--- src/rtl/shift_seq_pkg.sv ---
// Shared encodings for the shift sequencer and the
// downstream universal shift register it drives.
package shift_seq_pkg;

  typedef enum logic [1:0] {
    OP_HOLD = 2'b00,
    OP_SHL  = 2'b01,
    OP_SHR  = 2'b10,
    OP_LOAD = 2'b11
  } op_e;

  typedef enum logic [1:0] {
    ST_IDLE = 2'b00,
    ST_RUN  = 2'b01,
    ST_DONE = 2'b10
  } state_e;

  localparam logic [1:0] SEL_HOLD = 2'(OP_HOLD);
  localparam logic [1:0] SEL_SHL  = 2'(OP_SHL);
  localparam logic [1:0] SEL_SHR  = 2'(OP_SHR);
  localparam logic [1:0] SEL_LOAD = 2'(OP_LOAD);

  function automatic logic is_shift(op_e op);
    return (op == OP_SHL) || (op == OP_SHR);
  endfunction

endpackage

--- src/rtl/shift_sequencer.sv ---
// Command-driven sequencer producing sel / serial / parallel
// controls for a downstream universal shift register.
module shift_sequencer
  import shift_seq_pkg::*;
(
  input  logic       clk,
  input  logic       reset,
  input  logic       cmd_valid,
  output logic       cmd_ready,
  input  logic [1:0] cmd_op,
  input  logic [2:0] cmd_count,
  input  logic [7:0] cmd_bits,
  input  logic [3:0] cmd_load,
  input  logic       abort,
  output logic [1:0] sel,
  output logic       serial_in,
  output logic [3:0] par_out,
  output logic       busy,
  output logic       done
);

  state_e     r_state;
  op_e        r_op;
  logic [2:0] r_count;
  logic [7:0] r_bits;
  logic [2:0] r_idx;

  op_e        w_op;
  logic       w_last;
  logic [2:0] w_nidx;

  assign w_op      = op_e'(cmd_op);
  assign w_last    = (r_op == OP_LOAD) ||
                     (r_idx == r_count);
  assign w_nidx    = r_idx + 3'd1;
  assign cmd_ready = (r_state == ST_IDLE);

  always_ff @(posedge clk or posedge reset) begin
    if (reset) begin
      r_state   <= ST_IDLE;
      r_op      <= OP_HOLD;
      r_count   <= '0;
      r_bits    <= '0;
      r_idx     <= '0;
      sel       <= SEL_HOLD;
      serial_in <= 1'b0;
      par_out   <= '0;
      busy      <= 1'b0;
      done      <= 1'b0;
    end else begin
      unique case (r_state)
        ST_IDLE: begin
          done <= 1'b0;
          if (cmd_valid) begin
            r_op      <= w_op;
            r_count   <= cmd_count;
            r_bits    <= cmd_bits;
            r_idx     <= '0;
            r_state   <= ST_RUN;
            busy      <= 1'b1;
            sel       <= cmd_op;
            serial_in <= is_shift(w_op) & cmd_bits[0];
            if (w_op == OP_LOAD)
              par_out <= cmd_load;
          end
        end
        ST_RUN: begin
          if (abort) begin
            r_state   <= ST_IDLE;
            sel       <= SEL_HOLD;
            serial_in <= 1'b0;
            busy      <= 1'b0;
          end else if (w_last) begin
            r_state   <= ST_DONE;
            sel       <= SEL_HOLD;
            serial_in <= 1'b0;
            busy      <= 1'b0;
            done      <= 1'b1;
          end else begin
            r_idx     <= w_nidx;
            serial_in <= is_shift(r_op) & r_bits[w_nidx];
          end
        end
        ST_DONE: begin
          r_state <= ST_IDLE;
          done    <= 1'b0;
        end
        default: begin
          r_state   <= ST_IDLE;
          sel       <= SEL_HOLD;
          serial_in <= 1'b0;
          busy      <= 1'b0;
          done      <= 1'b0;
        end
      endcase
    end
  end

endmodule

--- config.mk ---
export PLATFORM = sky130hd
export DESIGN_NAME = shift_sequencer
export DESIGN_NICKNAME = d
export VERILOG_FILES = /design/src/rtl/shift_seq_pkg.sv /design/src/rtl/shift_sequencer.sv
export SDC_FILE = /design/constraint.sdc
export NUM_CORES = 1
export LEC_CHECK = 0
export ABC_AREA = 1
export CORE_ASPECT_RATIO = 1.1
export CORE_MARGIN = 4
export CORE_UTILIZATION = 60
export DETAILED_ROUTE_END_ITERATION = 8
export DONT_BUFFER_PORTS = 1
export GPL_TIMING_DRIVEN = 0
export PLACE_DENSITY_LB_ADDON = 0.12
export SYNTH_ARGS = -nofsm -noshare
export SYNTH_HDL_FRONTEND = slang
export SYNTH_SLANG_ARGS = --single-unit
--- constraint.sdc ---
create_clock -name clk -period 2.8 [get_ports clk]
set_input_delay 0.7 -clock clk [delete_from_list [all_inputs] [get_ports clk]]
set_output_delay 0.7 -clock clk [all_outputs]
set_load 0.005 [all_outputs]
==> impl_metrics.py <==
metrics = {
    "outcome": {
        "run_status": "complete, no violations",
    },
    "drt": {
        "routed.top_layer": "met4",
        "number_of_detailed_routing_iterations_run_before_antenna_repair": 4,
        "postRouteWirelength_um": 2190,
        "via_density_per_instance": 5.04,
        "postRouteAntennaNets": 0,
        "route.layer.met1.wl_um": 987,
        "routed_wire_length_per_instance_um": 12.3,
        "dr.first_iter.drc_count": 5,
        "num_vias": 897,
        "met2RoutedLength_um": 1030,
        "route.met3.wl_um": 121,
        "drcViolationCount": 0,
    },
    "yosys": {
        "synth.top_cells.by_count": "sky130_fd_sc_hd__nand2_1, sky130_fd_sc_hd__dfrtp_1, sky130_fd_sc_hd__inv_1, sky130_fd_sc_hd__o21ai_0, sky130_fd_sc_hd__nand3_1",
        "post_synth_main_area_contributors": "sky130_fd_sc_hd__dfrtp_1, sky130_fd_sc_hd__nand2_1, sky130_fd_sc_hd__inv_1, sky130_fd_sc_hd__o21ai_0, sky130_fd_sc_hd__mux2_2",
        "synth_fa_ha_area_share_pct": 2.96,
        "synth.distinct_cells": 18,
        "synthFlopType": "sky130_fd_sc_hd__dfrtp_1",
        "synthesis.instances": 146,
        "synth_simple_gate_area_share_pct": 26.6,
        "synth_compound_area_share_pct": 5.71,
        "synth_edf_count": 0,
        "synthXorXnorAreaFrac_pct": 1.38,
        "syn-cell-area_um2": 1270,
        "ys_seq_area_share_pct": 53.2,
        "dominant_combinational_cell_family_by_area_after_synthesis": "simple AND/OR/NAND/NOR gates",
        "yosysWarnings": 0,
        "syn_nets": 170,
        "yosys_register_bits": 27,
        "synth_async_sr_flop_share_pct": 100,
        "yosys-mux-area-fraction_pct": 3.55,
        "synthDominantCellAreaShare_pct": 53.2,
        "dominant_cell_type_by_area_after_synthesis": "sky130_fd_sc_hd__dfrtp_1",
        "most_instantiated_library_cell_after_synthesis": "sky130_fd_sc_hd__nand2_1",
        "syn-mean-instance-area_um2": 8.70,
    },
    "pwr": {
        "powerDensity_nw_per_um2": 999,
        "cellLeakagePower_nw": 0.734,
        "total_power_mw": 1.33,
        "vdd_drop_max_v": 0.000536,
    },
    "flow_run": {
        "maxCapViolCount": 0,
    },
    "placed_design": {
        "finalWeightedCongestion": 0.780,
        "post_place_setup_slack_ps": 1260,
        "numPortBuffers": 0,
        "place_hpwl_um": 1700,
    },
    "clock_tree": {
        "htree_levels": 1,
        "cts.hold.buffers_added": 0,
        "clk_transition_reported_paths_ps": 140,
        "ctsLongestPathBuffers": 2,
        "numCtsBuffers": 3,
        "cts.root.buffer_cell": "sky130_fd_sc_hd__clkbuf_4",
        "postCtsSetupBuffers": 0,
        "postCtsResizedCells": 0,
        "insertion_delay_ps": 330,
        "cts.sink_count": 27,
        "tritoncts": "done",
    },
    "sta": {
        "fin_setup_tns_ps": 0,
        "post-route-min-period_ps": 1670,
        "timing.final.crit_share_pct": 59.6,
        "timing_worst_slew_pin_value_ps": 976,
        "final-setup-viol-count": 0,
        "fmax_mhz": 599,
        "timing.final.max_slew_violations": 0,
        "skew_ps": 4.20,
        "final.hold.worst_slack_ps": 463,
        "relSlewSlack_pct": 34.8,
        "final_hold_viol_count": 0,
        "postLayoutSetupSlackWorst_ps": 1130,
        "unrepaired_setup_endpoints_after_global_routing": "false",
    },
    "critical_path": {
        "critPathMaxStageDelay_ps": 470,
        "crit_path_top_delay_cell": "sky130_fd_sc_hd__dfrtp_1",
        "critPathBufInv": 0,
        "endpoint_arrival_time_on_the_critical_path_ps": 970,
        "worstPathCellList": "nor2_4",
        "timing.critical_path.from_type": "register",
        "cp_top_family": "flip-flops",
        "cp_data_required_time_ps": 2100,
        "crit_type": "reg2out",
        "endpoint_kind": "output port",
        "critPathMaxFanout": 5,
    },
    "cells_and_area": {
        "nets_final": 175,
        "layout.area.seq_um2": 676,
        "area.growth.synth_to_final_pct": 4.93,
        "multi_input_area_um2": 510,
        "fillCellCount": 180,
        "utilization_pct": 65.9,
        "insertedDiodeCount": 0,
        "drive_above_1_share_pct": 12.7,
    },
    "floorplan": {
        "design.die.area_um2": 2920,
        "io_pins": 31,
        "row_count": 17,
        "die_h_um": 56.3,
        "coreArea_um2": 2020,
        "initial_core_util_pct": 62.8,
        "die_width_um": 51.9,
    },
    "grt": {
        "maximum_number_of_pins_on_one_net_before_global_route_repair": 28,
        "via_count_of_the_first_global_routing_pass": 991,
        "groute.usage.overall_pct": 18.1,
        "grt_first_pass_wirelength_um": 4080,
        "antenna_found_initial": 0,
        "gr-total-overflow": 0,
    },
    "hold_path": {
        "worstHoldPathType": "in2async",
    },
}
## routing by layer
layer / global-route usage, % / vias to the layer above
li1: - / 462
met4: 6.74 / 0
met2: 29.8 / 22
met5: 0 / -
met3: 3.45 / 5
met1: 23.3 / 408
## cell usage in the layout, fill, tap and decap left out
| master | count |
|---|---|
| sky130_fd_sc_hd__nand2_4 | 2 |
| sky130_fd_sc_hd__o21ai_0 | 10 |
| sky130_fd_sc_hd__ha_1 | 3 |
| sky130_fd_sc_hd__nand2_1 | 60 |
| sky130_fd_sc_hd__nand4_1 | 1 |
| sky130_fd_sc_hd__dfrtp_1 | 27 |
| sky130_fd_sc_hd__inv_4 | 1 |
| sky130_fd_sc_hd__inv_1 | 17 |
| sky130_fd_sc_hd__inv_2 | 1 |
| sky130_fd_sc_hd__buf_2 | 2 |
| sky130_fd_sc_hd__nand3_2 | 2 |
| sky130_fd_sc_hd__xnor2_1 | 2 |
| sky130_fd_sc_hd__nand3_1 | 6 |
| sky130_fd_sc_hd__a21oi_1 | 2 |
| sky130_fd_sc_hd__nor2_1 | 3 |
| sky130_fd_sc_hd__nor2_4 | 2 |
| sky130_fd_sc_hd__o31ai_2 | 1 |
| sky130_fd_sc_hd__clkinv_2 | 1 |
| sky130_fd_sc_hd__mux2_2 | 4 |
| sky130_fd_sc_hd__clkbuf_4 | 3 |
## logic make-up after synthesis
group,count (synthesis)
AO/OA/AOI/OAI,13
XOR/XNOR,2
adder cells (fa/ha/maj),3
buffers and inverters,21
flip-flops,27
multiplexers,4
AND/OR/NAND/NOR,76
## path summary, 6_finish.rpt
check                              from    endpoint  slack (ps)  cells past startpoint
setup / recovery             r_state[0]   cmd_ready        1130                      1
hold / removal                    reset  par_out[2]         460                      1
setup reg to reg               r_idx[0]   serial_in        1270                      9
hold reg to reg               r_bits[1]   r_bits[1]         500                      2
max in group asynchronous         reset        done        1740                      1
min in group clk           cmd_count[2]  r_count[2]         470                      2
## layout make-up
type,count,share of cell area (%)
flip-flops and latches,27,50.7
clock inverters,1,0.376
well taps,28,2.63
plain buffers,2,0.751
multi-input cells,98,38.3
clock buffers,3,1.69
inverters,19,5.54
## state kept, by name, summed over array words and instances, names as in the netlist
name / cells
serial_in: 1
par_out: 4
r_bits: 8
r_op: 2
r_count: 3
r_idx: 3
done: 1
busy: 1
sel: 2
r_state: 2
## worst register-to-register path, delay by kind of cell (launching register included)
kind	cells	cell delay, ps
xor gates and xnor gates	1	300
adders and majority gates	1	250
buffers and inverters	1	70
DFF	1	490
and+or+nand+nor	6	340
## per-stage QoR
| stage | cells | area, um^2 |
|---|---|---|
| CTS | 178 | 1330 |
| global placement | 174 | 1310 |
| floorplan | 146 | 1270 |
| finish | 178 | 1330 |
| detailed placement | 174 | 1310 |
| global route | 178 | 1330 |
## where the power goes
group / switching [mW] / internal (mW) / total (mW) / leakage [nW]
clock: 0.113 / 0.0537 / 0.167 / 0.0177
combinational: 0.309 / 0.185 / 0.494 / 0.376
sequential: 0.112 / 0.558 / 0.670 / 0.340
total: 0.535 / 0.796 / 1.33 / 0.734
No activity file was read; power rests on OpenSTA's default activity.
==> RTL edit 1, RTL diff (same flow settings) <==
Re-encode `state_e` (3 states) as one-hot, 3 bits wide.
--- a/src/rtl/shift_seq_pkg.sv
+++ b/src/rtl/shift_seq_pkg.sv
@@ -9,10 +9,10 @@
     OP_LOAD = 2'b11
   } op_e;
 
-  typedef enum logic [1:0] {
-    ST_IDLE = 2'b00,
-    ST_RUN  = 2'b01,
-    ST_DONE = 2'b10
+  typedef enum logic [2:0] {
+    ST_IDLE = 3'b001,
+    ST_RUN  = 3'b010,
+    ST_DONE = 3'b100
   } state_e;
 
   localparam logic [1:0] SEL_HOLD = 2'(OP_HOLD);
Function: same outputs for any inputs over 10 cycles, from zero or initial values and one cycle with reset high; not proved beyond that.
==> RTL edit 1 against the original RTL <==
Combinational power is 12% higher; sequential share of layout area is 0.39 points higher; synthesized area is 3.3% higher; critical path type unchanged; cell area is 3.1% higher; total power is 4.4% higher; worst setup slack worse by 0.20 ns; sequential cell count is 1 higher; routed wire length is 5.7% higher; global-route usage hardly changed.
==> RTL edit 1: results (changes against the original RTL) <==
* Count of input and output buffers: 0 (unchanged)
* Vias in the first global route: 980 (was 991)
* Top post-synthesis cells by area: sky130_fd_sc_hd__dfrtp_1, sky130_fd_sc_hd__nand2_1, sky130_fd_sc_hd__o21ai_0, sky130_fd_sc_hd__inv_1, sky130_fd_sc_hd__mux2_4 (was sky130_fd_sc_hd__dfrtp_1, sky130_fd_sc_hd__nand2_1, sky130_fd_sc_hd__inv_1, sky130_fd_sc_hd__o21ai_0, sky130_fd_sc_hd__mux2_2)
* Dpl hpwl: 1797 um (was 1702 um)
* R2R setup slack: 1.21 ns (was 1.27 ns)
* Vias per cell: 5.227 (was 5.039)
- Result of the run: complete, no violations (unchanged)
- Placer's final routability congestion estimate: 0.8151 (was 0.7802)
- The count of nets after finishing is 178 (was 175).
- The net count of the mapped netlist is 173 (was 170).
- Routed Wire Length: 2310 um (was 2186 um)
- The area of combinational cells with multiple inputs is 513.0 um2 (was 510.5 um2).
- Maximum resistive drop on vdd: 650.3 uV (was 536.2 uV)
- Largest incremental delay on the critical path: 0.55 ns (was 0.47 ns)
* Worst hold path class: primary input to flip-flop (was primary input to async pin)
* Main synth FF type: sky130_fd_sc_hd__dfrtp_1 (unchanged)
- The data arrival time of the worst path is 1.17 ns (was 0.97 ns).
* Ratio of cells with drive above 1 in the final layout: 9.804% (was 12.67%)
- The transition time at the pin with the least slew margin was 1.014 ns (was 0.9764 ns).
- CP max stage cell: sky130_fd_sc_hd__dfstp_2 (was sky130_fd_sc_hd__dfrtp_1)
- The largest net degree at the start of global routing is 29 (was 28).
- Top fanout value on the critical path: 4 (was 5)
- Most common library cells after synthesis: sky130_fd_sc_hd__nand2_1, sky130_fd_sc_hd__dfrtp_1, sky130_fd_sc_hd__inv_1 (unchanged).
* First-pass GRT wire length: 4119 um (was 4077 um)
- Capture instance of the worst register-to-register path: par_out[1] (was serial_in)
- All-layer global routing usage: 18.16% (was 18.13%)
- Count of filler cells inserted in the layout: 193 (was 180)
- Leakage power: 0.7535 nW (was 0.7335 nW)
- The count of cells along the worst register-to-register path came to 6 (was 9).
- Post-synthesis sequential area ratio: 53.48% (was 53.20%)
* Largest clock skew in the final design: 0.002849 ns (was 0.004201 ns)
- The launch point of the worst reg-to-reg path is r_state[0] (was r_idx[0]).
* Count of cell types in the netlist: 16 (was 18)
- DRC marker count from the first detailed-route iteration: 13 (was 5)
RTL edit 1: metal layers:
metal | share of wire, % | up-vias | global-route usage [%]
met2 | 51 | 25 | 30.14
met1 | 41 | 447 | 22.70
met3 | 5.8 | 5 | 4.439
met5 | 0 | - | 0
li1 | - | 469 | -
met4 | 2.0 | 0 | 6.569
RTL edit 1: cell type report:
| class | count | area share [%] |
|---|---|---|
| Sequential cell | 28 | 51.09 |
| Multi-Input combinational cell | 96 | 37.34 |
| Inverter | 22 | 6.011 |
| Tap cell | 28 | 2.550 |
| Clock buffer | 4 | 1.913 |
| Buffer | 3 | 1.093 |
RTL edit 1: logic make-up (layout without fill, tap and decap cells):
family | count (synthesis) | count (layout) | synth area share, %
xor+xnor | 4 | 4 | 2.669
fa+ha+maj | 3 | 3 | 2.860
simple gates | 69 | 69 | 22.88
buf+inv | 25 | 29 | 7.435
compound gates | 16 | 16 | 6.101
mux | 4 | 4 | 4.576
flops | 28 | 28 | 53.48
RTL edit 1: worst max path at each step:
stage	depth (start not counted)	slack (ns)	from	endpoint
4_1_cts	2	0.92	r_state[0]	cmd_ready
2_1_floorplan	6	1.35	r_state[0]	par_out[0]
5_1_grt	2	0.86	r_state[0]	cmd_ready
3_3_place_gp	1	1.26	reset	r_count[2]
3_5_place_dp	6	1.22	r_state[0]	par_out[0]
6_report	2	0.93	r_state[0]	cmd_ready
RTL edit 1: metrics by stage:
step	hold slack, ns	std cells	instance area (um2)	util (%)	power, W
2_1_floorplan	0.4459	149	1313	-	0.001110
3_3_place_gp	0.4668	177	1348	65.99	0.001203
3_5_place_dp	0.4770	177	1348	65.99	0.001228
4_1_cts	0.4072	181	1374	67.28	0.001404
5_1_grt	0.3885	181	1374	67.28	0.001525
6_report	0.4111	181	1374	67.28	0.001390
RTL edit 1: where the power goes:
| group | switching [W] | total, W | internal (W) |
|---|---|---|---|
| Combinational | 0.000334 | 0.000552 | 0.000218 |
| Clock | 0.000113 | 0.000169 | 0.0000560 |
| Sequential | 0.0000940 | 0.000668 | 0.000574 |
| Total | 0.000541 | 0.00139 | 0.000848 |
==> RTL edit 2, RTL diff (config.mk and constraints unchanged) <==
Without the edit above. Reset style: synchronous (`reset`), changed in one clocked block.
--- a/src/rtl/shift_sequencer.sv
+++ b/src/rtl/shift_sequencer.sv
@@ -35,7 +35,7 @@
   assign w_nidx    = r_idx + 3'd1;
   assign cmd_ready = (r_state == ST_IDLE);
 
-  always_ff @(posedge clk or posedge reset) begin
+  always_ff @(posedge clk) begin
     if (reset) begin
       r_state   <= ST_IDLE;
       r_op      <= OP_HOLD;
Behaviour: differs if reset is asserted again (counterexample within 4 cycles, from zero or initial values and one cycle with reset high); with reset held inactive, the same outputs for 10 cycles.
==> RTL edit 2 against the original RTL <==
Synthesized cell count is 6.2% higher; critical path type unchanged; highest routed layer unchanged; cell area shrank 7.7%; synthesized area fell by 7.9%; sequential cell count did not move; worst setup slack gained 0.11 ns; routed wire length increased by 2.9%; fmax is 6.8% higher.
Power is not compared: it rests on default switching activity, and its combinational part moved more than twofold at a synthesized area within 25%.
==> RTL edit 2: results (changes against the original RTL) <==
* Placer's final routability congestion estimate: 0.7564 (was 0.7802)
- Total Nets Final: 184 (was 175)
- Area share of fa/ha/maj cells after synthesis: 3.209% (was 2.956%)
- The share of synthesized area spent on multiplexers came to 0% (was 3.547%).
* First-pass GRT wire length: 3836 um (was 4077 um)
* Main synth FF type: sky130_fd_sc_hd__dfxtp_1 (was sky130_fd_sc_hd__dfrtp_1)
- Count of filler cells inserted in the layout: 167 (was 180)
* Dpl hpwl: 1782 um (was 1702 um)
- The worst flop-to-flop path endpoint is serial_in (unchanged).
- The layout cell share with drive strength beyond 1 is 12.58% (was 12.67%).
- Result of the run: complete, no violations (unchanged).
- Largest clock skew in the final design: 0.001822 ns (was 0.004201 ns)
- All-layer global routing usage: 18.26% (was 18.13%)
- CP max stage cell: sky130_fd_sc_hd__dfxtp_1 (was sky130_fd_sc_hd__dfrtp_1)
- The final wirelength is 2249 um (was 2186 um).
- Ys async rst share: 0% (was 100.0%)
* Vias in the first global route: 918 (was 991)
- The flop-to-flop setup slack is 1.39 ns (was 1.27 ns).
- M3 GR Usage: 4.360% (was 3.448%)
- The average vias per placed instance was 5.113 (was 5.039).
- The count of cells along the worst register-to-register path was 10 (was 9).
- End of the worst hold path: par_out[2]
- Top fanout value on the critical path: 3 (was 5)
* Synthesized-area fraction occupied by xor and xnor cells: 2.995% (was 1.379%)
* Top post-synthesis cells by area: sky130_fd_sc_hd__dfxtp_1, sky130_fd_sc_hd__nand2_1, sky130_fd_sc_hd__a21oi_1, sky130_fd_sc_hd__o21ai_0, sky130_fd_sc_hd__inv_1 (was sky130_fd_sc_hd__dfrtp_1, sky130_fd_sc_hd__nand2_1, sky130_fd_sc_hd__inv_1, sky130_fd_sc_hd__o21ai_0, sky130_fd_sc_hd__mux2_2)
* Tightest slew margin relative to the limit: 65.96% (was 34.83%)
- Pin count of the biggest net entering global routing: 15 (was 28)
- Worst hold path class: primary input to flip-flop (was primary input to async pin)
- Met2 track utilization from global routing: 33.04% (was 29.80%)
* Post-synthesis sequential area ratio: 46.20% (was 53.20%)
* Met1 demand-to-capacity share in global routing: 21.01% (was 23.29%)
- Post-synth net total: 179 (was 170)
- Area fraction in compound gates after synthesis: 16.15% (was 5.714%)
* Critical register-to-register path startpoint: r_idx[1] (was r_idx[0])
==> RTL edit 2: changes by cell type after synthesis, sizes merged, moves of 2 or more <==
cell	change
clkbuf	+2
a21oi	+19
nand3	+3
dfxtp	+27
o21ai	+3
mux2	-4
nor2	+8
nand2	-26
dfrtp	-27
==> RTL edit 2: where the power goes <==
part	internal (W)	switching (W)	total (W)
combinational	0.0000354	0.0000642	0.0000996
sequential	0.000408	0.0000115	0.000420
clock	0.0000556	0.000105	0.000161
==> RTL edit 2: how the worst max path moves through the flow <==
stage	startpoint	end	slack, ns	depth (start not counted)
floorplan	abort	serial_in	1.44	7
global placement	abort	serial_in	1.35	7
detailed placement	abort	serial_in	1.32	7
CTS	r_state[1]	cmd_ready	1.23	1
global route	r_state[1]	cmd_ready	1.18	1
finish	r_state[1]	cmd_ready	1.24	1
==> RTL edit 2: layer usage <==
layer  wire length, um  share of wire [%]  up-vias
met3               106                4.7        2
met4                 8               0.36        0
li1                  -                  -      505
met1              1015                 45      426
met5                 0                  0        -
met2              1118                 50       18
==> RTL edit 2: cell type report <==
cell class	instances	area share (%)
inverter	20	6.104
multi-input combinational	103	42.73
clock buffer	4	2.136
sequential	27	43.95
tap	27	2.747
buffer	5	2.340
==> RTL edit 2: cells by family after synthesis <==
logic type | count (synthesis)
AOI/OAI and AO/OA | 35
DFF | 27
adders and majority gates | 3
xor gates and xnor gates | 4
and+or+nand+nor | 61
buffers and inverters | 25
==> RTL edit 2: per-stage QoR <==
stage	total power, W	util, %	instances	instance area [um2]	hold WS, ns
after global routing	0.0007141	67.51	186	1230	0.4123
after floorplan	0.0005075	-	155	1170	0.4286
final	0.0006803	67.51	186	1230	0.4344
after CTS	0.0006874	67.51	186	1230	0.4189
after global placement	0.0005248	66.07	182	1204	0.4414
after detailed placement	0.0005283	66.07	182	1204	0.4460
